[config.mk]
export PLATFORM = sky130hd
export DESIGN_NAME = gf2m_digit_serial_mult
export DESIGN_NICKNAME = d
export VERILOG_FILES = /design/src/rtl/gf_pkg.sv /design/src/rtl/gf_digit_step.sv /design/src/rtl/gf2m_digit_serial_mult.sv
export SDC_FILE = /design/constraint.sdc
export NUM_CORES = 1
export LEC_CHECK = 0
export ABC_AREA = 1
export ABC_CLOCK_PERIOD_IN_PS = 1400
export CORE_MARGIN = 2
export CORE_UTILIZATION = 52
export DETAILED_ROUTE_END_ITERATION = 6
export PLACE_DENSITY = 0.79
export SYNTH_ARGS = -nofsm -noshare
export SYNTH_HDL_FRONTEND = slang
export SYNTH_SLANG_ARGS = --single-unit
[constraint.sdc]
create_clock -name clk -period 1.4 [get_ports clk]
set_clock_uncertainty 0.1 [all_clocks]
set_input_delay 0.28 -clock clk [delete_from_list [all_inputs] [get_ports clk]]
set_output_delay 0.28 -clock clk [all_outputs]
set_load 0.01 [all_outputs]
[src/rtl/gf_pkg.sv]
// Shared GF(2^m) definitions: FSM state encoding, reduction polynomials and
// the xtime helper used by the digit-step datapath.
package gf_pkg;

    typedef enum logic [1:0] {IDLE, CALC, DONE} gf_state_e;

    // Widest field the xtime helper supports.
    localparam int GF_MAX_W = 64;

    localparam logic [7:0] AES_POLY  = 8'h1B;
    localparam logic [3:0] GF16_POLY = 4'h3;

    // Multiply v by x modulo (x^w + poly). v and poly carry only w live bits.
    function automatic logic [GF_MAX_W-1:0] gf_xtime(
        input logic [GF_MAX_W-1:0] v,
        input logic [GF_MAX_W-1:0] poly,
        input int                  w
    );
        logic [GF_MAX_W-1:0] r;
        logic                msb;
        r   = '0;
        msb = 1'b0;
        for (int i = 0; i < GF_MAX_W; i++) begin
            if (i == w - 1) msb = v[i];
            if (i > 0 && i < w) r[i] = v[i-1];
        end
        if (msb) r = r ^ poly;
        return r;
    endfunction

endpackage

[src/rtl/gf_digit_step.sv]
// One digit of MSB-first shift-and-add GF(2^WIDTH) multiplication:
// DIGIT interleaved xtime/conditional-XOR iterations, purely combinational.
module gf_digit_step
    import gf_pkg::*;
#(
    parameter int               WIDTH = 8,
    parameter int               DIGIT = 2,
    parameter logic [WIDTH-1:0] POLY  = WIDTH'(AES_POLY)
) (
    input  logic [WIDTH-1:0] acc,
    input  logic [WIDTH-1:0] a,
    input  logic [DIGIT-1:0] digit,
    output logic [WIDTH-1:0] acc_next
);

    logic [GF_MAX_W-1:0] t;

    always_comb begin
        t = GF_MAX_W'(acc);
        for (int j = DIGIT - 1; j >= 0; j--) begin
            t = gf_xtime(t, GF_MAX_W'(POLY), WIDTH);
            if (digit[j]) t = t ^ GF_MAX_W'(a);
        end
        acc_next = t[WIDTH-1:0];
    end

endmodule

[src/rtl/gf2m_digit_serial_mult.sv]
// Digit-serial GF(2^WIDTH) multiplier with valid/ready on both sides.
// Consumes DIGIT bits of b per cycle, MSB first; product held until taken.
module gf2m_digit_serial_mult
    import gf_pkg::*;
#(
    parameter int               WIDTH = 8,
    parameter int               DIGIT = 2,
    parameter logic [WIDTH-1:0] POLY  = WIDTH'(AES_POLY)
) (
    input  logic             clk,
    input  logic             rst,
    input  logic             in_valid,
    output logic             in_ready,
    input  logic [WIDTH-1:0] a,
    input  logic [WIDTH-1:0] b,
    output logic             out_valid,
    input  logic             out_ready,
    output logic [WIDTH-1:0] p,
    output logic             busy
);

    localparam int NDIG  = (DIGIT > 0) ? WIDTH / DIGIT : 1;
    localparam int CNT_W = (NDIG > 1) ? $clog2(NDIG) : 1;
    localparam logic [CNT_W-1:0] CNT_LAST = CNT_W'(NDIG - 1);

    generate
        if (WIDTH < 2 || DIGIT < 1 || DIGIT > WIDTH || WIDTH > GF_MAX_W ||
            (DIGIT > 0 && (WIDTH % DIGIT) != 0)) begin : g_bad_params
            $error("gf2m_digit_serial_mult: illegal WIDTH/DIGIT combination");
        end
    endgenerate

    gf_state_e        state_q, state_d;
    logic [WIDTH-1:0] a_q, a_d;
    logic [WIDTH-1:0] b_q, b_d;
    logic [WIDTH-1:0] acc_q, acc_d;
    logic [WIDTH-1:0] p_q, p_d;
    logic [CNT_W-1:0] cnt_q, cnt_d;
    logic             out_valid_q, out_valid_d;
    logic             busy_q, busy_d;
    logic [WIDTH-1:0] acc_next;

    gf_digit_step #(
        .WIDTH (WIDTH),
        .DIGIT (DIGIT),
        .POLY  (POLY)
    ) u_step (
        .acc      (acc_q),
        .a        (a_q),
        .digit    (b_q[WIDTH-1 -: DIGIT]),
        .acc_next (acc_next)
    );

    // Ready is asserted during reset so the block looks idle immediately;
    // the reset branch below still refuses the transfer.
    assign in_ready  = rst | (state_q == IDLE);
    assign out_valid = out_valid_q;
    assign p         = p_q;
    assign busy      = busy_q;

    always_comb begin
        state_d     = state_q;
        a_d         = a_q;
        b_d         = b_q;
        acc_d       = acc_q;
        p_d         = p_q;
        cnt_d       = cnt_q;
        out_valid_d = out_valid_q;
        busy_d      = busy_q;
        unique case (state_q)
            IDLE: begin
                if (in_valid) begin
                    a_d     = a;
                    b_d     = b;
                    acc_d   = '0;
                    cnt_d   = '0;
                    busy_d  = 1'b1;
                    state_d = CALC;
                end
            end
            CALC: begin
                acc_d = acc_next;
                b_d   = b_q << DIGIT;
                cnt_d = cnt_q + CNT_W'(1);
                if (cnt_q == CNT_LAST) begin
                    p_d         = acc_next;
                    out_valid_d = 1'b1;
                    state_d     = DONE;
                end
            end
            DONE: begin
                if (out_ready) begin
                    out_valid_d = 1'b0;
                    busy_d      = 1'b0;
                    state_d     = IDLE;
                end
            end
            default: state_d = IDLE;
        endcase
    end

    always_ff @(posedge clk) begin
        if (rst) begin
            state_q     <= IDLE;
            a_q         <= '0;
            b_q         <= '0;
            acc_q       <= '0;
            p_q         <= '0;
            cnt_q       <= '0;
            out_valid_q <= 1'b0;
            busy_q      <= 1'b0;
        end else begin
            state_q     <= state_d;
            a_q         <= a_d;
            b_q         <= b_d;
            acc_q       <= acc_d;
            p_q         <= p_d;
            cnt_q       <= cnt_d;
            out_valid_q <= out_valid_d;
            busy_q      <= busy_d;
        end
    end

endmodule

; Word-level counts from Yosys, hierarchy flattened
; Index checks and enable logic that the tools add are counted.
[word_totals]
reg_bits = 38
out_inout_bits = 11
elab_cells = 49
inputBits = 20
[op_classes]
add_sub_neg = 1
eq_ne = 6
n_mux = 19
n_reduce_logical = 10
n_bitwise = 5
[op_table]
columns = cell, count
row1 = 8-bit two-way mux, 4
row2 = 8-bit one-hot mux with 2 select lines, 2
row3 = 8-bit bitwise XOR, 2
row4 = 5-bit two-way mux, 2
row5 = 3-bit AND reduction, 3
row6 = 2-bit two-way mux, 4
row7 = 4-bit NOT, 2
row8 = "2-bit inequality test, second input constant", 3
row9 = 2-bit one-hot mux with 3 select lines, 1
row10 = 2-bit AND reduction, 3
row11 = 2-bit nonzero test, 3
row12 = "2-bit equality test, second input constant", 2
row13 = 1-bit one-hot mux with 2 select lines, 2
row14 = 2-bit one-hot mux with 2 select lines, 1
row15 = 1-bit two-way mux, 3
row16 = "2-bit by 1-bit adder with 2-bit output, second input constant", 1
row17 = "2-bit by 1-bit equality test with 1-bit output, second input constant", 1
row18 = 2-bit zero test, 1
row19 = 1-bit bitwise OR, 1

; Logic depth before layout (Yosys ltp)
[depth]
ltp_word = 9
ltp_mapped = 11
mapped_depth_nobuf = 10

; Cells and area by module
; From an unflattened synthesis, not the netlist that was laid out.
[unflattened]
cells_unflattened = 308
hier_area_um2 = 1963.1
[by_module_without_submodules]
columns = module, cells_each, n_inst, area_each_um2, seq_area_each_um2
row1 = gf2m_digit_serial_mult, 236, 1, 1582.8, 760.7
row2 = gf_digit_step, 72, 1, 380.4, 0.0

; Worst setup path after synthesis
; No wires, ideal clock.
[synth_timing]
kind = input to output
startpoint = input rst
endpoint = output in_ready
stages = 4
n_path_buf = 2
t_arrival_ps = 927
required_ps = 1020
path_slack_ps = 93
path_cell_list = clkbuf_1 > inv_1 > clkbuf_1 > o21ai_0
[synth_between]
elab_chain_cells = 1
[synth_lines]
columns = item, line_no
row1 = "start, declared", gf2m_digit_serial_mult.sv:11  ; input logic rst,
row2 = 1-bit bitwise OR, gf2m_digit_serial_mult.sv:56  ; assign in_ready = rst | (state_q == IDLE);
row3 = "end, declared", gf2m_digit_serial_mult.sv:13  ; output logic in_ready,
; No other way between the ends.

; Worst setup path after layout
[layout_timing]
startpoint = register b_q[7]
endpoint = register p_q[4], in the netlist p[4]
[layout_between]
elab_chain_cells = 5
[layout_lines]
columns = item, line_no
row1 = "start, declared", gf2m_digit_serial_mult.sv:35  ; logic [WIDTH-1:0] b_q, b_d;
row2 = "start signal, assigned", gf2m_digit_serial_mult.sv:106  ; b_q <= '0;
row3 = "start signal, assigned", gf2m_digit_serial_mult.sv:115  ; b_q <= b_d;
row4 = 8-bit two-way mux *, gf_digit_step.sv:22  ; if (digit[j]) t = t ^ GF_MAX_W'(a);
row5 = 4-bit NOT (no source line), n/a
row6 = 5-bit two-way mux *, gf_pkg.sv:27  ; if (msb) r = r ^ poly;
row7 = 8-bit bitwise XOR, gf_digit_step.sv:22
row8 = 8-bit two-way mux *, gf_digit_step.sv:22
row9 = "end signal, assigned", gf2m_digit_serial_mult.sv:117  ; p_q <= p_d;
row10 = "end, declared", gf2m_digit_serial_mult.sv:37  ; logic [WIDTH-1:0] p_q, p_d;
; Every way passes the cells marked *; elsewhere a longest branch is shown, timed or not.
; A chain may end at the register's enable or synchronous reset.

==> flow_metrics.env <==
export IMPL_path_max_fanout=5
export IMPL_ys_seq_elements=38
export IMPL_p_leak_nw=1.08
export IMPL_preCtsSetupSlack_ns=-0.410
export IMPL_crit_path_start_kind="register"
export IMPL_grt_antenna_before_repair=0
export IMPL_grt_max_degree=24
export IMPL_gp_congestion=0.823
export IMPL_io_pins=31
export IMPL_synth_top_area_share_pct=42.9
export IMPL_setup_viol=2
export IMPL_syn_to_final_growth_pct=35.7
export IMPL_cts_hold_buffers=0
export IMPL_grt_pass1_vias=1670
export IMPL_die_h_um=62.4
export IMPL_cp_required_ns=1.55
export IMPL_fill_cells=280
export IMPL_synth_avg_cell_area_um2=7.15
export IMPL_ctsHtreeMaxLevel=2
export IMPL_total_power_mw=2.27
export IMPL_clock_sinks=38
export IMPL_yosysWarnings=0
export IMPL_fmax_mhz=711
export IMPL_wl_per_cell_um=11.8
export IMPL_antenna_left=0
export IMPL_die_area_mm2=0.00389
export IMPL_finalCritPeriodShare_pct=100
export IMPL_holdCritPathClass="primary input to register"
export IMPL_drc_errors=0
export IMPL_cpMostUsedCell="nand2_2"
export IMPL_worst_slew_pin_slew_ns=0.241
export IMPL_die_w_um=62.4
export IMPL_routed_via_density=4.97
export IMPL_synth_cells=248
export IMPL_setup_ws_ns=-0.00607
export IMPL_cp_slowest_cell="dfxtp_4"
export IMPL_cts_buffer_depth=2
export IMPL_path_buf_inv=3
export IMPL_setup_tns_ns=-0.00616
export IMPL_synth_common_cells="nand2_1, dfxtp_1, o21ai_0, inv_1, nor2_1"
export IMPL_peakVddDrop_mv=0.834
export IMPL_drtPass1Iterations=4
export IMPL_portBuffers=30
export IMPL_cts_reportedPaths_clkPinSlew_ns=0.11
export IMPL_yosysMostFrequentCell="nand2_1"
export IMPL_dpl_hpwl_mm=2.73
export IMPL_synth_edf_count=0
export IMPL_hold_violations=0
export IMPL_rsz0062_at_grt="yes"
export IMPL_violations="negative setup slack"
export IMPL_post_synth_top_area_cell="dfxtp_1"
export IMPL_max_slew_margin_pct=83.8
export IMPL_vias=1686
export IMPL_first_iter_violations=83
export IMPL_drv_cap=0
export IMPL_max_stage_delay_ns=0.38
export IMPL_placementRows=21
export IMPL_grt_pass1_wl_mm=6.62
export IMPL_stdcell_count=339
export IMPL_cts_tree="built"
export IMPL_ys_types=24
export IMPL_cp_top_family="simple AND/OR/NAND/NOR gates"
export IMPL_synth_flop_cell="dfxtp_1"
export IMPL_layout_drive_gt1_share_pct=20.1
export IMPL_crit_chain="buf_12 > nand2_4 > nand2_4 > nand2_4 > nand2_2 > nand2_2 > inv_2 > nand2_2 > nand2_2 > o21bai_1 > inv_1"
export IMPL_fin_nets=313
export IMPL_syn_nets=269
export IMPL_track_usage_pct=21.0
export IMPL_power_density_mw_per_mm2=943
export IMPL_criticalPathCategory="register to register"
export IMPL_place_inst=327
export IMPL_initial_utilization_pct=53.6
export IMPL_overflow=0
export IMPL_fin_hold_ws_ns=0.231
export IMPL_status="finished with violations"
export IMPL_yosysSeqAreaShare_pct=42.9
export IMPL_syn_cell_area_mm2=0.00177
export IMPL_cts_buffers=5
export IMPL_finalMaxSlewViolations=0
export IMPL_coreArea_mm2=0.00331
export IMPL_fin_crit_ns=1.41
export IMPL_arrival_ns=1.56
export IMPL_synth_top_cells_by_area="dfxtp_1, nand2_1, o21ai_0"
export IMPL_antenna_cells=0
export IMPL_endpoint_kind="register"
export IMPL_cts_root_buf="clkbuf_4"
export IMPL_drt_wl_total_mm=3.99
export IMPL_async_reset_ff_share_pct=0
export IMPL_insertion_delay_ns=0.34
## stage by stage
step | area, um^2 | utilization (%)
5_1_grt | 2410 | 72.7
2_1_floorplan | 1770 | -
3_3_place_gp | 2220 | 67.0
6_report | 2410 | 72.7
4_1_cts | 2270 | 68.6
3_5_place_dp | 2220 | 67.0
## final timing paths
check	start	slack, ns	depth (start not counted)	end
worst max-delay path	b_q[7]$_SDFFE_PP0P_	-0.006	11	p[4]$_SDFFE_PP0P_
worst min-delay path	rst	0.23	3	acc_q[0]$_SDFFE_PP0P_
worst max register to register	b_q[7]$_SDFFE_PP0P_	-0.006	11	p[4]$_SDFFE_PP0P_
worst min register to register	cnt_q[0]$_SDFFE_PP0P_	0.34	1	cnt_q[0]$_SDFFE_PP0P_
## layout make-up
class / count / area, um^2 / area share (%)
Multi-Input combinational cell: 173 / 940 / 39.1
Clock buffer: 7 / 55.1 / 2.29
Tap cell: 46 / 57.6 / 2.39
Clock inverter: 1 / 5.00 / 0.208
Timing Repair Buffer: 49 / 483 / 20.1
Sequential cell: 38 / 772 / 32.1
Inverter: 25 / 93.8 / 3.90
## report_power, final
group	internal [mW]	leakage, nW	total (mW)	switching [mW]
Sequential	1.15	0.314	1.20	0.0545
Combinational	0.237	0.730	0.467	0.230
Clock	0.244	0.0353	0.601	0.358
Total	1.63	1.08	2.27	0.643
## registers in the layout, indices dropped and copies added (netlist names)
name,count
a_q,8
b_q,8
acc_q,8
state_q,2
busy,1
out_valid,1
p,8
cnt_q,2
## cells in the final DEF (no fill, tap or decap), types with 2 or more instances in the layout
master and count:
clkdlybuf4s50_1 18, nor2_1 18, o21ai_0 19, a21oi_2 4
dfxtp_2 6, clkbuf_4 5, dlygate4sd2_1 10, xor2_1 2
a31oi_1 6, nand2_2 8, inv_1 21, buf_12 3
nand3_1 6, xnor2_1 6, dfxtp_1 31, o21ai_1 7
buf_4 15, a21oi_1 14, nand2_1 64, xnor2_2 4
o21bai_1 6, nand2_4 3, inv_2 3
## repair_timing
action,CTS,global route
cloned,0,2
pin swaps,0,16
hold endpoints to repair,0,0
gates resized for setup,17,38
setup endpoints to repair,17,20
buffers inserted,0,2
## routing by layer
layer / global-route usage, % / share of wire, % / vias to the layer above
met4: 10.8 / 1.1 / 0
met2: 37.4 / 50 / 29
met5: 0 / 0 / -
li1: - / - / 878
met3: 3.78 / 3.1 / 4
met1: 24.1 / 46 / 775
## cell families after synthesis
logic type,count (synthesis),synth area share (%)
xor+xnor,12,5.93
fa+ha+maj,1,0.706
flops,38,42.9
compound gates,56,17.3
simple gates,104,24.3
buf+inv,37,8.82
## worst reg2reg max path, delay by kind of cell (launching register included)
family                 cells  cell delay [ns]
buffers and inverters      3             0.21
AND/OR/NAND/NOR            7             0.49
flip-flops                 1             0.38
AO/OA/AOI/OAI              1             0.13
(Power assumes the default switching activity.)
